==> src/rtl/coproc_pkg.sv <==
// Shared definitions for the matrix coprocessor sequencer.
// Holds the command codes, ALU opcodes, FSM state type, matrix geometry and an
// element slice helper for the flat 200-bit operand/result buses.
package coproc_pkg;

  localparam int unsigned N_ELEM         = 25;
  localparam int unsigned DATA_W         = 8;
  localparam int unsigned FLAT_W         = N_ELEM * DATA_W;
  localparam int unsigned TIMEOUT_CYCLES = 64;
  localparam int unsigned CNT_W          = 7;

  // Host command codes
  localparam logic [2:0] CmdNop      = 3'b000;
  localparam logic [2:0] CmdWriteA   = 3'b001;
  localparam logic [2:0] CmdWriteB   = 3'b010;
  localparam logic [2:0] CmdWriteF   = 3'b011;
  localparam logic [2:0] CmdExec     = 3'b100;
  localparam logic [2:0] CmdReadC    = 3'b101;
  localparam logic [2:0] CmdClear    = 3'b110;
  localparam logic [2:0] CmdReserved = 3'b111;

  // ALU opcodes
  localparam logic [2:0] AluIdle      = 3'b000;
  localparam logic [2:0] AluAdd       = 3'b001;
  localparam logic [2:0] AluSub       = 3'b010;
  localparam logic [2:0] AluMul       = 3'b011;
  localparam logic [2:0] AluNeg       = 3'b100;
  localparam logic [2:0] AluTranspose = 3'b101;
  localparam logic [2:0] AluScalar    = 3'b110;
  localparam logic [2:0] AluDet       = 3'b111;

  typedef enum logic [1:0] {
    StIdle,
    StResp,
    StSettle,
    StWait
  } state_e;

  // Element i of a row-major flat matrix lives at bits [i*8 +: 8].
  function automatic logic [DATA_W-1:0] get_elem(input logic [FLAT_W-1:0] flat,
                                                 input logic [4:0] idx);
    return flat[idx*DATA_W +: DATA_W];
  endfunction

endpackage

==> src/rtl/matrix_bank.sv <==
// 25 x 8-bit register bank for one matrix operand.
// Ports: clock, reset_n (sync active-low), we/addr/data (write one element),
// clear (zero all elements), flat (row-major 200-bit view of the bank).
// The caller guarantees addr is in range whenever we is high.
module matrix_bank
  import coproc_pkg::*;
(
  input  logic              clock,
  input  logic              reset_n,
  input  logic              we,
  input  logic              clear,
  input  logic [4:0]        addr,
  input  logic [DATA_W-1:0] data,
  output logic [FLAT_W-1:0] flat
);

  always_ff @(posedge clock) begin
    if (!reset_n || clear) begin
      flat <= '0;
    end else if (we) begin
      flat[addr*DATA_W +: DATA_W] <= data;
    end
  end

endmodule

==> src/rtl/coproc_sequencer.sv <==
// Command sequencer for the 5x5 int8 matrix ALU.
// Host side: cmd_valid/cmd_ready/cmd_code/cmd_addr/cmd_data in, one-cycle
// rsp_valid/rsp_data/rsp_error pulse out, busy and overflow_sticky status.
// ALU side: alu_A_flat/alu_B_flat/alu_f operands and alu_opcode out,
// alu_C_flat/alu_overflow_flag/alu_done in. Exec waits for done with a timeout.
module coproc_sequencer
  import coproc_pkg::*;
(
  input  logic              clock,
  input  logic              reset_n,
  input  logic              cmd_valid,
  output logic              cmd_ready,
  input  logic [2:0]        cmd_code,
  input  logic [4:0]        cmd_addr,
  input  logic [DATA_W-1:0] cmd_data,
  output logic              rsp_valid,
  output logic [DATA_W-1:0] rsp_data,
  output logic              rsp_error,
  output logic              busy,
  output logic              overflow_sticky,
  output logic [FLAT_W-1:0] alu_A_flat,
  output logic [FLAT_W-1:0] alu_B_flat,
  output logic [DATA_W-1:0] alu_f,
  output logic [2:0]        alu_opcode,
  input  logic [FLAT_W-1:0] alu_C_flat,
  input  logic              alu_overflow_flag,
  input  logic              alu_done
);

  localparam logic [4:0]       MaxAddr  = 5'(N_ELEM - 1);
  localparam logic [CNT_W-1:0] LastWait = CNT_W'(TIMEOUT_CYCLES - 1);

  state_e              state;
  logic [CNT_W-1:0]    counter;
  logic [2:0]          exec_op;
  logic [FLAT_W-1:0]   c_q;
  logic [DATA_W-1:0]   f_q;

  logic accept;
  logic addr_ok;
  logic exec_ok;
  logic we_a;
  logic we_b;
  logic clr;

  always_comb begin
    cmd_ready = (state == StIdle);
    busy      = (state != StIdle);
    accept    = cmd_valid && cmd_ready;
    addr_ok   = (cmd_addr <= MaxAddr);
    exec_ok   = (cmd_code == CmdExec) && (cmd_data[2:0] != AluIdle);
    we_a      = accept && (cmd_code == CmdWriteA) && addr_ok;
    we_b      = accept && (cmd_code == CmdWriteB) && addr_ok;
    clr       = accept && (cmd_code == CmdClear);
  end

  assign alu_f = f_q;

  matrix_bank u_bank_a (
    .clock   (clock),
    .reset_n (reset_n),
    .we      (we_a),
    .clear   (clr),
    .addr    (cmd_addr),
    .data    (cmd_data),
    .flat    (alu_A_flat)
  );

  matrix_bank u_bank_b (
    .clock   (clock),
    .reset_n (reset_n),
    .we      (we_b),
    .clear   (clr),
    .addr    (cmd_addr),
    .data    (cmd_data),
    .flat    (alu_B_flat)
  );

  always_ff @(posedge clock) begin
    if (!reset_n) begin
      state           <= StIdle;
      counter         <= '0;
      exec_op         <= AluIdle;
      c_q             <= '0;
      f_q             <= '0;
      overflow_sticky <= 1'b0;
      alu_opcode      <= AluIdle;
      rsp_valid       <= 1'b0;
      rsp_error       <= 1'b0;
      rsp_data        <= '0;
    end else begin
      // Response outputs are a single-cycle pulse coinciding with StResp.
      rsp_valid <= 1'b0;
      rsp_error <= 1'b0;
      rsp_data  <= '0;
      unique case (state)
        StIdle: begin
          if (accept) begin
            if (exec_ok) begin
              exec_op <= cmd_data[2:0];
              state   <= StSettle;
            end else begin
              state     <= StResp;
              rsp_valid <= 1'b1;
              case (cmd_code)
                CmdWriteA, CmdWriteB: rsp_error <= !addr_ok;
                CmdWriteF:            f_q <= cmd_data;
                CmdReadC: begin
                  if (addr_ok) rsp_data  <= get_elem(c_q, cmd_addr);
                  else         rsp_error <= 1'b1;
                end
                CmdClear: begin
                  c_q             <= '0;
                  f_q             <= '0;
                  overflow_sticky <= 1'b0;
                end
                CmdExec, CmdReserved: rsp_error <= 1'b1;
                default: ;
              endcase
            end
          end
        end
        StResp: state <= StIdle;
        // One cycle with opcode idle so the ALU drops any stale done.
        StSettle: begin
          state      <= StWait;
          alu_opcode <= exec_op;
          counter    <= '0;
        end
        StWait: begin
          // Done in the first wait cycle may still belong to a previous op.
          if (alu_done && (counter != '0)) begin
            c_q             <= alu_C_flat;
            overflow_sticky <= overflow_sticky | alu_overflow_flag;
            rsp_data        <= {{(DATA_W-1){1'b0}}, alu_overflow_flag};
            rsp_valid       <= 1'b1;
            alu_opcode      <= AluIdle;
            state           <= StResp;
          end else if (counter == LastWait) begin
            rsp_valid  <= 1'b1;
            rsp_error  <= 1'b1;
            alu_opcode <= AluIdle;
            state      <= StResp;
          end else begin
            counter <= counter + 1'b1;
          end
        end
        default: state <= StIdle;
      endcase
    end
  end

endmodule

==> config.mk <==
export PLATFORM = sky130hd
export DESIGN_NAME = coproc_sequencer
export DESIGN_NICKNAME = d
export VERILOG_FILES = /design/src/rtl/coproc_pkg.sv /design/src/rtl/matrix_bank.sv /design/src/rtl/coproc_sequencer.sv
export SDC_FILE = /design/constraint.sdc
export NUM_CORES = 1
export LEC_CHECK = 0
export CAP_MARGIN = 0
export CORE_MARGIN = 8
export CORE_UTILIZATION = 35
export DETAILED_ROUTE_END_ITERATION = 10
export PLACE_DENSITY = 0.65
export SYNTH_ARGS = -nofsm -noshare
export SYNTH_HDL_FRONTEND = slang
export SYNTH_SLANG_ARGS = --single-unit
==> constraint.sdc <==
create_clock -name clock -period 11.61 [get_ports clock]
set_input_delay 3.483 -clock clock [delete_from_list [all_inputs] [get_ports clock]]
set_output_delay 3.483 -clock clock [all_outputs]
set_load 0.02 [all_outputs]
## After elaboration in Yosys (flattened, before gate mapping)

Index checks and enable logic that the tools add are counted.

- Add/subtract/negate cells: 2
- $lt $le $gt $ge: 1
- Equal/unequal tests: 18
- Shifts and indexed selects: 3
- Muxes and demuxes: 41
- Bitwise operators: 2
- Reductions and logical operators: 26

Operators with widths:

| kind | count |
|---|---|
| $mux W200 | 4 |
| $bwmux W200 | 2 |
| $pmux W200 S2 | 1 |
| $shift A8 B34 Y200 const A | 1 |
| $shiftx A200 B9 Y8 | 1 |
| $shiftx A8 B34 Y200 | 1 |
| $neg A8 Y34 | 1 |
| $mux W8 | 4 |
| $pmux W8 S2 | 2 |
| $mux W7 | 2 |
| $pmux W7 S2 | 1 |
| $mux W1 | 13 |
| $eq A3 B3 Y1 const B | 4 |
| $logic_and A1 B1 Y1 | 8 |
| $mux W2 | 4 |
| $ne A2 B2 Y1 const B | 4 |
| $pmux W2 S4 | 1 |
| $reduce_bool A2 Y1 | 4 |
| $add A7 B1 Y7 const B | 1 |
| $eq A7 B6 Y1 const B | 1 |
| $reduce_bool A7 Y1 | 1 |
| $eq A3 B2 Y1 const B | 2 |
| $mux W3 | 2 |
| $pmux W1 S2 | 3 |
| 19 further kinds | 25 |

- Flip-flop bits (word level): 634
- Output and inout bits: 424
- Logic and storage cells: 105

## Logic depth before layout (Yosys ltp)

Gate-level depths: netlist (run 1).

- Word-level depth: 6
- Mapped depth: 16
- Mapped depth without buffers: 10

## Modules after synthesis

From an unflattened synthesis (run 1), not the netlist that was laid out.

- Cell total of the unflattened synthesis: 2829
- Area total of the unflattened synthesis: 26133.8 µm²

Modules (own cells, without submodules):

| module | instances | cells an instance | area an instance (µm²) | sequential area each (µm²) |
|---|---|---|---|---|
| coproc_sequencer | 1 | 997 | 9773.1 | 4684.5 |
| matrix_bank (u_bank_b) | 1 | 944 | 8204.1 | 4003.8 |
| matrix_bank (u_bank_a) | 1 | 888 | 8156.6 | 4003.8 |

## Worst setup path before layout (run 1)

Ideal clock, no wire load.

- Path type: input-to-reg
- From: input port cmd_addr[1]
- To: register u_bank_a.flat[0]
- Arrival: 7.052 ns
- Setup slack: 4.428 ns
- Stages on the path: 15
- Cells stage by stage: buf_2 > buf_1 > clkbuf_1 > inv_1 > ha_1 > nand2b_1 > clkbuf_1 > nor2_1 > ha_1 > clkbuf_1 > or4b_2 > or4_4 > nor2_8 > mux2i_1 > nor2_2

- Longest elaborated chain between the ends: 3
- Elaborated cells on any way between the ends: 6

RTL lines:

| what | RTL line | RTL |
|---|---|---|
| start, declared | coproc_sequencer.sv:14 | `input logic [4:0] cmd_addr,` |
| $neg A8 Y34 | matrix_bank.sv:21 | `flat[addr*DATA_W +: DATA_W] <= data;` |
| $shiftx A8 B34 Y200 / $shift A8 B34 Y200 (equally long branches) | matrix_bank.sv:21 |  |
| $bwmux W200 | matrix_bank.sv:21 |  |
| end signal, assigned by index | matrix_bank.sv:21 |  |
| end, declared | matrix_bank.sv:14 | `output logic [FLAT_W-1:0] flat` |

Several ways; a longest one is shown, not always the timed one.
A chain may end at the register's enable or synchronous reset.

## Worst setup path in the final report (run 1)

- From: input port cmd_code[1]
- To: register u_bank_a.flat[121]

- Longest elaborated chain between the ends: 3
- Elaborated cells on any way between the ends: 6

RTL lines:

| what | RTL line | RTL |
|---|---|---|
| start, declared | coproc_sequencer.sv:13 | `input logic [2:0] cmd_code,` |
| $eq A3 B1 Y1 / $eq A3 B3 Y1 (equally long branches) | coproc_sequencer.sv:52, coproc_sequencer.sv:54 |  |
| $logic_and A1 B1 Y1, on equally long branches | coproc_sequencer.sv:52, coproc_sequencer.sv:54 |  |
| $logic_and A1 B1 Y1 / $logic_or A1 B1 Y1 (equally long branches) | coproc_sequencer.sv:52, matrix_bank.sv:18 |  |

Several ways; a longest one is shown, not always the timed one.

==> summary.txt, run 1 <==
Cell Area, Synth: 25,400 um^2
Slew Limit Fails: 0
worst setup path category: in -> reg
Synth area leaders: dfxtp_1 (50%), mux2i_1 (16%), nand2_1 (7.6%)
Least-Margin Pin Slew: 1200 ps
Final Core Density: 48.3%
routed wire length per instance: 22.1 um
Syn Nets: 2,924
synth warn: 0
Worst EP required: 12,060 ps
Most used DFF post-synth: dfxtp_1
reg2reg start: state[0]
max_slew headroom: 19.4%
fin area: 35,000 um^2
share of cells above drive strength 1: 7.80%
Die H: 286 um
first-pass GRT wire length: 139 mm
root buffer cell: clkbuf_16
multiplexer share of the synthesized area: 21.2%
final hold vios: 0
main combinational cell family by area after synthesis: multiplexers
#FFs+latches synth: 634
simple-gate share of the synthesized area: 19.4%
post-synth top area share: 49.9%
Port Buf Inserts: 644
filler instances: 6,990
hold_buf cts: 0
full die area: 81,500 um^2
Max VDD drop: 0.229 mV
vias in the first global route: 21.4k
unrepaired setup endpoints after global routing: false
CTS sink count: 634
PD cells: 161 nW/um^2
post-cts resize count: 0
max_cap viols: 0
Setup crit end kind: flop
RD Place Congestion: 0.820
most common cell after layout, fill and taps aside: clkdlybuf4s50_1
Die Wd: 286 um
clk slew on worst S/H paths: 60 ps
Nets: 3,492
hold crit path type: reg -> reg
Rows: 99
arrival time worst endpoint: 7200 ps
Post-Route WL: 94.4 mm
number of routed nets with antenna violations: 0
grt total ovfl: 0
commonest cells after routing, fill and taps aside: clkdlybuf4s50_1 (641), dfxtp_1 (634), nand2_1 (515)
Achievable Freq: 148 MHz
dpl hpwl: 69.0 mm
Avg Cell Area, Syn: 9.44 um^2
leakage: 0.0147 uW
fin crit period: 6750 ps
critical-path maximum fanout: 212
router iterations before antenna repair: 5
I/O pins: 645
post-synthesis cell type count: 61
hold_sp: c_q[76]
cell taking the most area after synthesis: dfxtp_1
Initial Util: 35.1%
routed vias/inst: 5.01
setup violators final: 0
outcome: complete, no violations
post-synthesis adder-cell area fraction: 0.492%
clock skew: 21.9 ps
Post-Synthesis Cells: 2,693
CTS tree: done
vias: 21.4k
final cycle utilization of the critical path: 58.1%
# DRC: 0
Post-CTS Setup Repair Bufs: 0
all-layer global routing usage: 22.1%
xor/xnor cell area share of the yosys netlist: 0.138%
total power: 5620 uW
async set-reset flop share out of synthesis: 0%
Area growth syn-to-layout: 37.6%
Worst-Skew Late Latency: 610 ps
largest net degree at the start of global routing: 213
Seq/Total Area, Yosys: 49.9%
Worst Setup Start Kind: input pin
CORE AREA: 72,500 um^2
Post-synth EDFFs: 0
post-place instance area: 32,600 um^2
Compound-Gate Fraction of Synth Area: 5.81%
Setup crit start: cmd_code[1]
CTS Buffer Depth: 3
cts bufs inserted: 72
DR iter-0 viols: 1,553
H-tree levels: 3
setup TNS: 0 ps
antenna violations before repair: 10
## cell type report
class | count | area, um^2 | share of cell area [%]
multi-input cells | 1872 | 12000 | 34.4
clock buffers | 99 | 2050 | 5.85
flip-flops and latches | 634 | 12700 | 36.3
inverters | 11 | 41.3 | 0.118
well taps | 959 | 1200 | 3.43
diodes | 9 | 22.5 | 0.0644
repair buffers | 670 | 6670 | 19.1
clock inverters | 22 | 277 | 0.790
## kinds of logic after synthesis
| kind of cell | after synthesis |
|---|---|
| buf+inv | 187 |
| fa+ha+maj | 10 |
| compound gates | 271 |
| mux | 470 |
| simple gates | 1117 |
| flops | 634 |
| xor+xnor | 4 |
## layer usage
layer | track usage (%) | vias to the layer above | part of all wire [%]
li1 | - | 10300 | -
met1 | 26.0 | 10300 | 40
met2 | 36.3 | 699 | 47
met3 | 7.17 | 193 | 8.4
met4 | 10.5 | 6 | 5.0
met5 | 0 | - | 0.043
## Yosys cell counts, types with 8 or more instances
| cell | instances |
|---|---|
| dfxtp_1 | 634 |
| nand2_1 | 515 |
| mux2i_1 | 416 |
| nor2_1 | 392 |
| a21oi_1 | 225 |
| clkbuf_1 | 122 |
| mux4_2 | 54 |
| buf_2 | 44 |
| and2_1 | 41 |
| nor3_1 | 32 |
| and3_1 | 28 |
| nand3_2 | 24 |
| nand3_1 | 16 |
| nand4_2 | 12 |
| inv_1 | 11 |
| ha_1 | 10 |
| a211oi_1 | 8 |
| nor2_2 | 8 |
| nor2b_1 | 8 |
## sequential cells by signal, indices dropped and copies added, names as in the netlist, 3 cells and up
name,cells
alu_f,8
alu_opcode,3
c_q,200
counter,7
exec_op,3
rsp_data,8
u_bank_a.flat,200
u_bank_b.flat,200
## metrics by stage
step / std cells / hold WS, ps / worst slack, ps
finish: 4276 / 450 / 4860
global placement: 4146 / 438 / 4380
detailed placement: 4146 / 444 / 4290
global route: 4274 / 466 / 4660
floorplan: 2693 / 431 / 4430
CTS: 4267 / 453 / 4960
## final timing paths
path	end	slack, ps	cells past startpoint
hold / removal	c_q[76]	450	2
setup / recovery	u_bank_a.flat[121]	4860	7
setup reg to reg	u_bank_a.flat[121]	7780	8
hold reg to reg	c_q[76]	450	2
## power breakdown
group	internal, uW	switching [uW]
Sequential	2340	79.7
Clock	1330	930
Combinational	320	624
## critical path, stage by stage
cell	delay, ps
clkdlybuf4s50_1	660
nand3b_1	390
o21ai_4	250
buf_4	490
buf_12	710
buf_4	760
nor2_1	120
Power figures use the tool's default switching activity.
==> run 2, diff against run 1 <==
--- a/config.mk
+++ b/config.mk
@@ -9,7 +9,7 @@
 export CORE_MARGIN = 8
 export CORE_UTILIZATION = 35
 export DETAILED_ROUTE_END_ITERATION = 10
-export PLACE_DENSITY = 0.65
+export PLACE_DENSITY = 0.68
 export SYNTH_ARGS = -nofsm -noshare
 export SYNTH_HDL_FRONTEND = slang
 export SYNTH_SLANG_ARGS = --single-unit
==> constraint.sdc (replaced) <==
create_clock -name clock -period 5.75 [get_ports clock]
set_input_delay 1.725 -clock clock [delete_from_list [all_inputs] [get_ports clock]]
set_output_delay 1.725 -clock clock [all_outputs]
set_load 0.02 [all_outputs]
==> summary.txt, run 2 (synthesis gave the netlist of run 1 again) <==
# DRC: 0
grt total ovfl: 0
CTS tree: done
Post-Route WL: 94.2 mm
Port Buf Inserts: 644
hold_buf cts: 0
Worst-Skew Late Latency: 610 ps
vias: 21.5k
all-layer global routing usage: 22.0%
total power: 11,600 uW
Area growth syn-to-layout: 38.8%
Least-Margin Pin Slew: 1220 ps
Crit path buffers/inverters: 2
critical-path maximum fanout: 55
Critical-path top delay cell: nor2_1
critical path's largest stage delay: 940 ps
Setup crit start: cmd_addr[1]
reg2reg start: state[0]
DR iter-0 viols: 1,435
Achievable Freq: 233 MHz
full die area: 81,500 um^2
leakage: 0.0148 uW
CTS Buffer Depth: 3
depth of the most critical reg-to-reg path: 8
unrepaired setup endpoints after global routing: false
filler instances: 6,825
max_cap viols: 0
hold_sp: c_q[155]
CORE AREA: 72,500 um^2
largest net degree at the start of global routing: 202
commonest cells after routing, fill and taps aside: clkdlybuf4s50_1 (641), dfxtp_1 (634), nand2_1 (515)
hold crit path type: reg -> reg
fin crit period: 4300 ps
Max VDD drop: 0.289 mV
root buffer cell: clkbuf_16
Rows: 99
Setup Slack @ Placement: 843 ps
Crit path depth: 7
clk slew on worst S/H paths: 60 ps
Slew Limit Fails: 0
cts bufs inserted: 71
Worst EP required: 6270 ps
Post-CTS Setup Repair Bufs: 0
routed vias/inst: 4.99
antenna violations before repair: 10
final hold vios: 0
Die H: 286 um
dpl hpwl: 70.1 mm
RD Place Congestion: 0.813
H-tree levels: 3
worst hold stages: 2
outcome: complete, no violations
crit-path cells: buf_2 -> buf_4 -> nor4_1 -> or2_1 -> nor2_1 -> nand2_1 -> mux2i_1
CTS sink count: 634
Storage cell area: 12,700 um^2
worst setup path category: in -> reg
final cycle utilization of the critical path: 74.8%
arrival time worst endpoint: 4830 ps
share of cells above drive strength 1: 8.58%
I/O pins: 645
max_slew headroom: 18.3%
setup TNS: 0 ps
Nets: 3,510
Final WS setup: 1450 ps
routed wire length per instance: 21.9 um
Initial Util: 35.1%
Die Wd: 286 um
clock skew: 26.2 ps
most common cell after layout, fill and taps aside: clkdlybuf4s50_1
setup violators final: 0
PD cells: 329 nW/um^2
number of routed nets with antenna violations: 0
Worst Setup Start Kind: input pin
area taken by multi-input logic gates: 12,000 um^2
Setup crit end kind: flop
first-pass GRT wire length: 139 mm
post-cts resize count: 0
CP top delay family: simple AND/OR/NAND/NOR gates
vias in the first global route: 21.4k
largest registers: c_q (200), u_bank_a.flat (200), u_bank_b.flat (200)
router iterations before antenna repair: 8
-- run 2: cell types whose count changed in the layout (fill, tap and decap cells not counted), sizes merged --
cell / delta
bufinv: +3
clkbuf: -1
buf: +19
diode: -3
inv: +1
clkinvlp: +2
-- run 2: worst paths after layout --
kind	endpoint	slack [ps]
worst min register to register	c_q[155]	450
worst max register to register	u_bank_a.flat[102]	2650
worst max-delay path	u_bank_b.flat[194]	1450
worst min-delay path	c_q[155]	450
-- run 2: where the power goes --
part           internal, uW  switching [uW]
registers              4710             161
logic                   707            1290
clock network          2830            1920
total                  8250            3370
-- run 2: layout make-up --
type | count | area share [%]
repair buffers | 689 | 19.4
inverters | 11 | 0.117
clock inverters | 28 | 1.10
well taps | 959 | 3.40
flip-flops and latches | 634 | 36.0
diodes | 6 | 0.0425
clock buffers | 98 | 5.81
multi-input cells | 1872 | 34.1
-- run 2: routing by layer --
| layer | GRT usage (%) | part of all wire (%) | vias up |
|---|---|---|---|
| met2 | 37.6 | 48 | 677 |
| met3 | 6.25 | 7.1 | 134 |
| met5 | 0 | 0.052 | - |
| met1 | 26.5 | 42 | 10300 |
| li1 | - | - | 10300 |
| met4 | 6.83 | 2.9 | 8 |
-- run 2: tightest hold or removal path, cell delays in order (launching register included) --
cell,delay [ps]
dfxtp_1,300
nand2_1,50
a21oi_1,50
-- run 2: through the flow --
stage	instances	area (um^2)	util (%)	hold WS, ps
global route	4296	35300	48.7	464
global placement	4165	32800	45.3	439
detailed placement	4165	32800	45.3	443
CTS	4291	35300	48.7	451
finish	4297	35300	48.7	450
floorplan	2693	25400	-	431
==> run 3, diff against run 2 <==
--- a/config.mk
+++ b/config.mk
@@ -9,7 +9,7 @@
 export CORE_MARGIN = 8
 export CORE_UTILIZATION = 35
 export DETAILED_ROUTE_END_ITERATION = 10
-export PLACE_DENSITY = 0.68
+export PLACE_DENSITY = 0.65
 export SYNTH_ARGS = -nofsm -noshare
 export SYNTH_HDL_FRONTEND = slang
 export SYNTH_SLANG_ARGS = --single-unit
==> constraint.sdc (replaced) <==
create_clock -name clock -period 4.1 [get_ports clock]
set_input_delay 1.23 -clock clock [delete_from_list [all_inputs] [get_ports clock]]
set_output_delay 1.23 -clock clock [all_outputs]
set_load 0.02 [all_outputs]
==> summary.txt, run 3 (synthesis gave the netlist of run 1 again) <==
outcome: complete, no violations
non-filler instance count after layout: 4,340
total power: 16,700 uW
I/O pins: 645
most common cell after layout, fill and taps aside: clkdlybuf4s50_1
Worst-Skew Late Latency: 610 ps
routed wire length per instance: 21.8 um
register-to-register setup slack: 1320 ps
sequential power share: 40.9%
antenna violations before repair: 5
area taken by multi-input logic gates: 12,100 um^2
routed vias/inst: 4.98
Setup crit end kind: primary output
dpl hpwl: 71.2 mm
worst hold stages: 2
switching share of power: 28.6%
Rows: 99
Placed Instances: 4,207
Max VDD drop: 0.300 mV
crit-path cells: inv_1 -> ha_1 -> inv_1 -> clkdlybuf4s50_1
Slew Limit Fails: 0
post-cts resize count: 0
root buffer cell: clkbuf_16
max_cap viols: 0
Final WS setup: 684 ps
r2r endpoint: u_bank_b.flat[84]
CTS sink count: 634
RD Place Congestion: 0.825
CTS tree: done
Storage cell area: 12,700 um^2
DR iter-0 viols: 1,340
share of cells above drive strength 1: 9.82%
Final Core Density: 49.5%
Least-Margin Pin Slew: 997 ps
Worst EP required: 2870 ps
largest registers: c_q (200), u_bank_a.flat (200), u_bank_b.flat (200)
clock skew: 25.9 ps
H-tree levels: 3
critical path's largest stage delay: 650 ps
Nets: 3,553
critical-path maximum fanout: 10
number of routed nets with antenna violations: 0
setup violators final: 0
Achievable Freq: 293 MHz
Port Buf Inserts: 644
Area growth syn-to-layout: 40.9%
Post-Route WL: 94.8 mm
hold crit path type: reg -> reg
PD cells: 467 nW/um^2
reg2reg start: state[1]
unrepaired setup endpoints after global routing: false
fin crit period: 3420 ps
first-pass GRT wire length: 141 mm
Die H: 286 um
CTS Buffer Depth: 3
worst setup path category: reg -> out
filler instances: 6,832
grt total ovfl: 0
max_slew headroom: 33.2%
CORE AREA: 72,500 um^2
hold_buf cts: 0
# DRC: 0
leakage: 0.0151 uW
all-layer global routing usage: 22.3%
clock share of power: 41.3%
fin area: 35,800 um^2
Critical-path top delay cell: clkdlybuf4s50_1
Setup Slack @ Placement: 190 ps
vias: 21.6k
hold_sp: c_q[59]
commonest cells after routing, fill and taps aside: clkdlybuf4s50_1 (641), dfxtp_1 (634), nand2_1 (515)
Initial Util: 35.1%
vias in the first global route: 21.4k
arrival time worst endpoint: 2190 ps
Comb power frac: 17.8%
final hold vios: 0
clk slew on worst S/H paths: 60 ps
cts bufs inserted: 72
depth of the most critical reg-to-reg path: 8
Worst Hold End: c_q[59]
P_sw: 4790 uW
Post-CTS Setup Repair Bufs: 0
final cycle utilization of the critical path: 83.3%
Worst Setup Start Kind: flop
router iterations before antenna repair: 4
largest net degree at the start of global routing: 84
post-place instance area: 33,300 um^2
full die area: 81,500 um^2
Die Wd: 286 um
Int Pwr: 11,900 uW
Most common cell on crit path: inv_1
[run 3: routing by layer]
layer / wire length [um] / part of all wire [%] / GRT usage, %
met1: 39900 / 42 / 27.8
met2: 46200 / 49 / 38.0
met3: 6570 / 6.9 / 5.72
met4: 2110 / 2.2 / 6.00
met5: 43 / 0.045 / 0
[run 3: critical path, delay by kind of cell (launching register included)]
| kind | cells | cell delay [ps] |
|---|---|---|
| DFF | 1 | 380 |
| buffers and inverters | 3 | 880 |
| adders and majority gates | 1 | 320 |
[run 3: cell type report]
cell class              instances  area share [%]
flip-flops and latches        634            35.4
clock buffers                 104            5.84
well taps                     959            3.35
repair buffers                731            20.3
diodes                          1         0.00698
clock inverters                28            1.26
inverters                      11           0.129
multi-input cells            1872            33.7
[run 3: power by group through the flow]
stage / Combinational, uW / Clock (uW) / Sequential (uW)
floorplan: 1870 / 0 / 6900
finish: 2980 / 6910 / 6830
global placement: 2970 / 0 / 6950
detailed placement: 2980 / 0 / 6970
CTS: 3000 / 7040 / 6830
global route: 3260 / 7310 / 6890
[run 3: how the worst max path moves through the flow]
stage | from | end | slack [ps] | cells past startpoint
2_1_floorplan | cmd_addr[0] | u_bank_a.flat[0] | -30 | 15
3_3_place_gp | cmd_addr[4] | u_bank_a.flat[20] | 240 | 10
3_5_place_dp | cmd_addr[4] | u_bank_a.flat[17] | 190 | 10
4_1_cts | state[1] | busy | 610 | 4
5_1_grt | state[1] | busy | 540 | 4
6_report | state[1] | busy | 680 | 4
[run 3: stage by stage]
| step | hold slack, ps | setup TNS (ps) |
|---|---|---|
| 3_3_place_gp | 439 | 0 |
| 3_5_place_dp | 444 | 0 |
| 6_report | 449 | 0 |
| 4_1_cts | 451 | 0 |
| 5_1_grt | 468 | 0 |
| 2_1_floorplan | 431 | -148 |
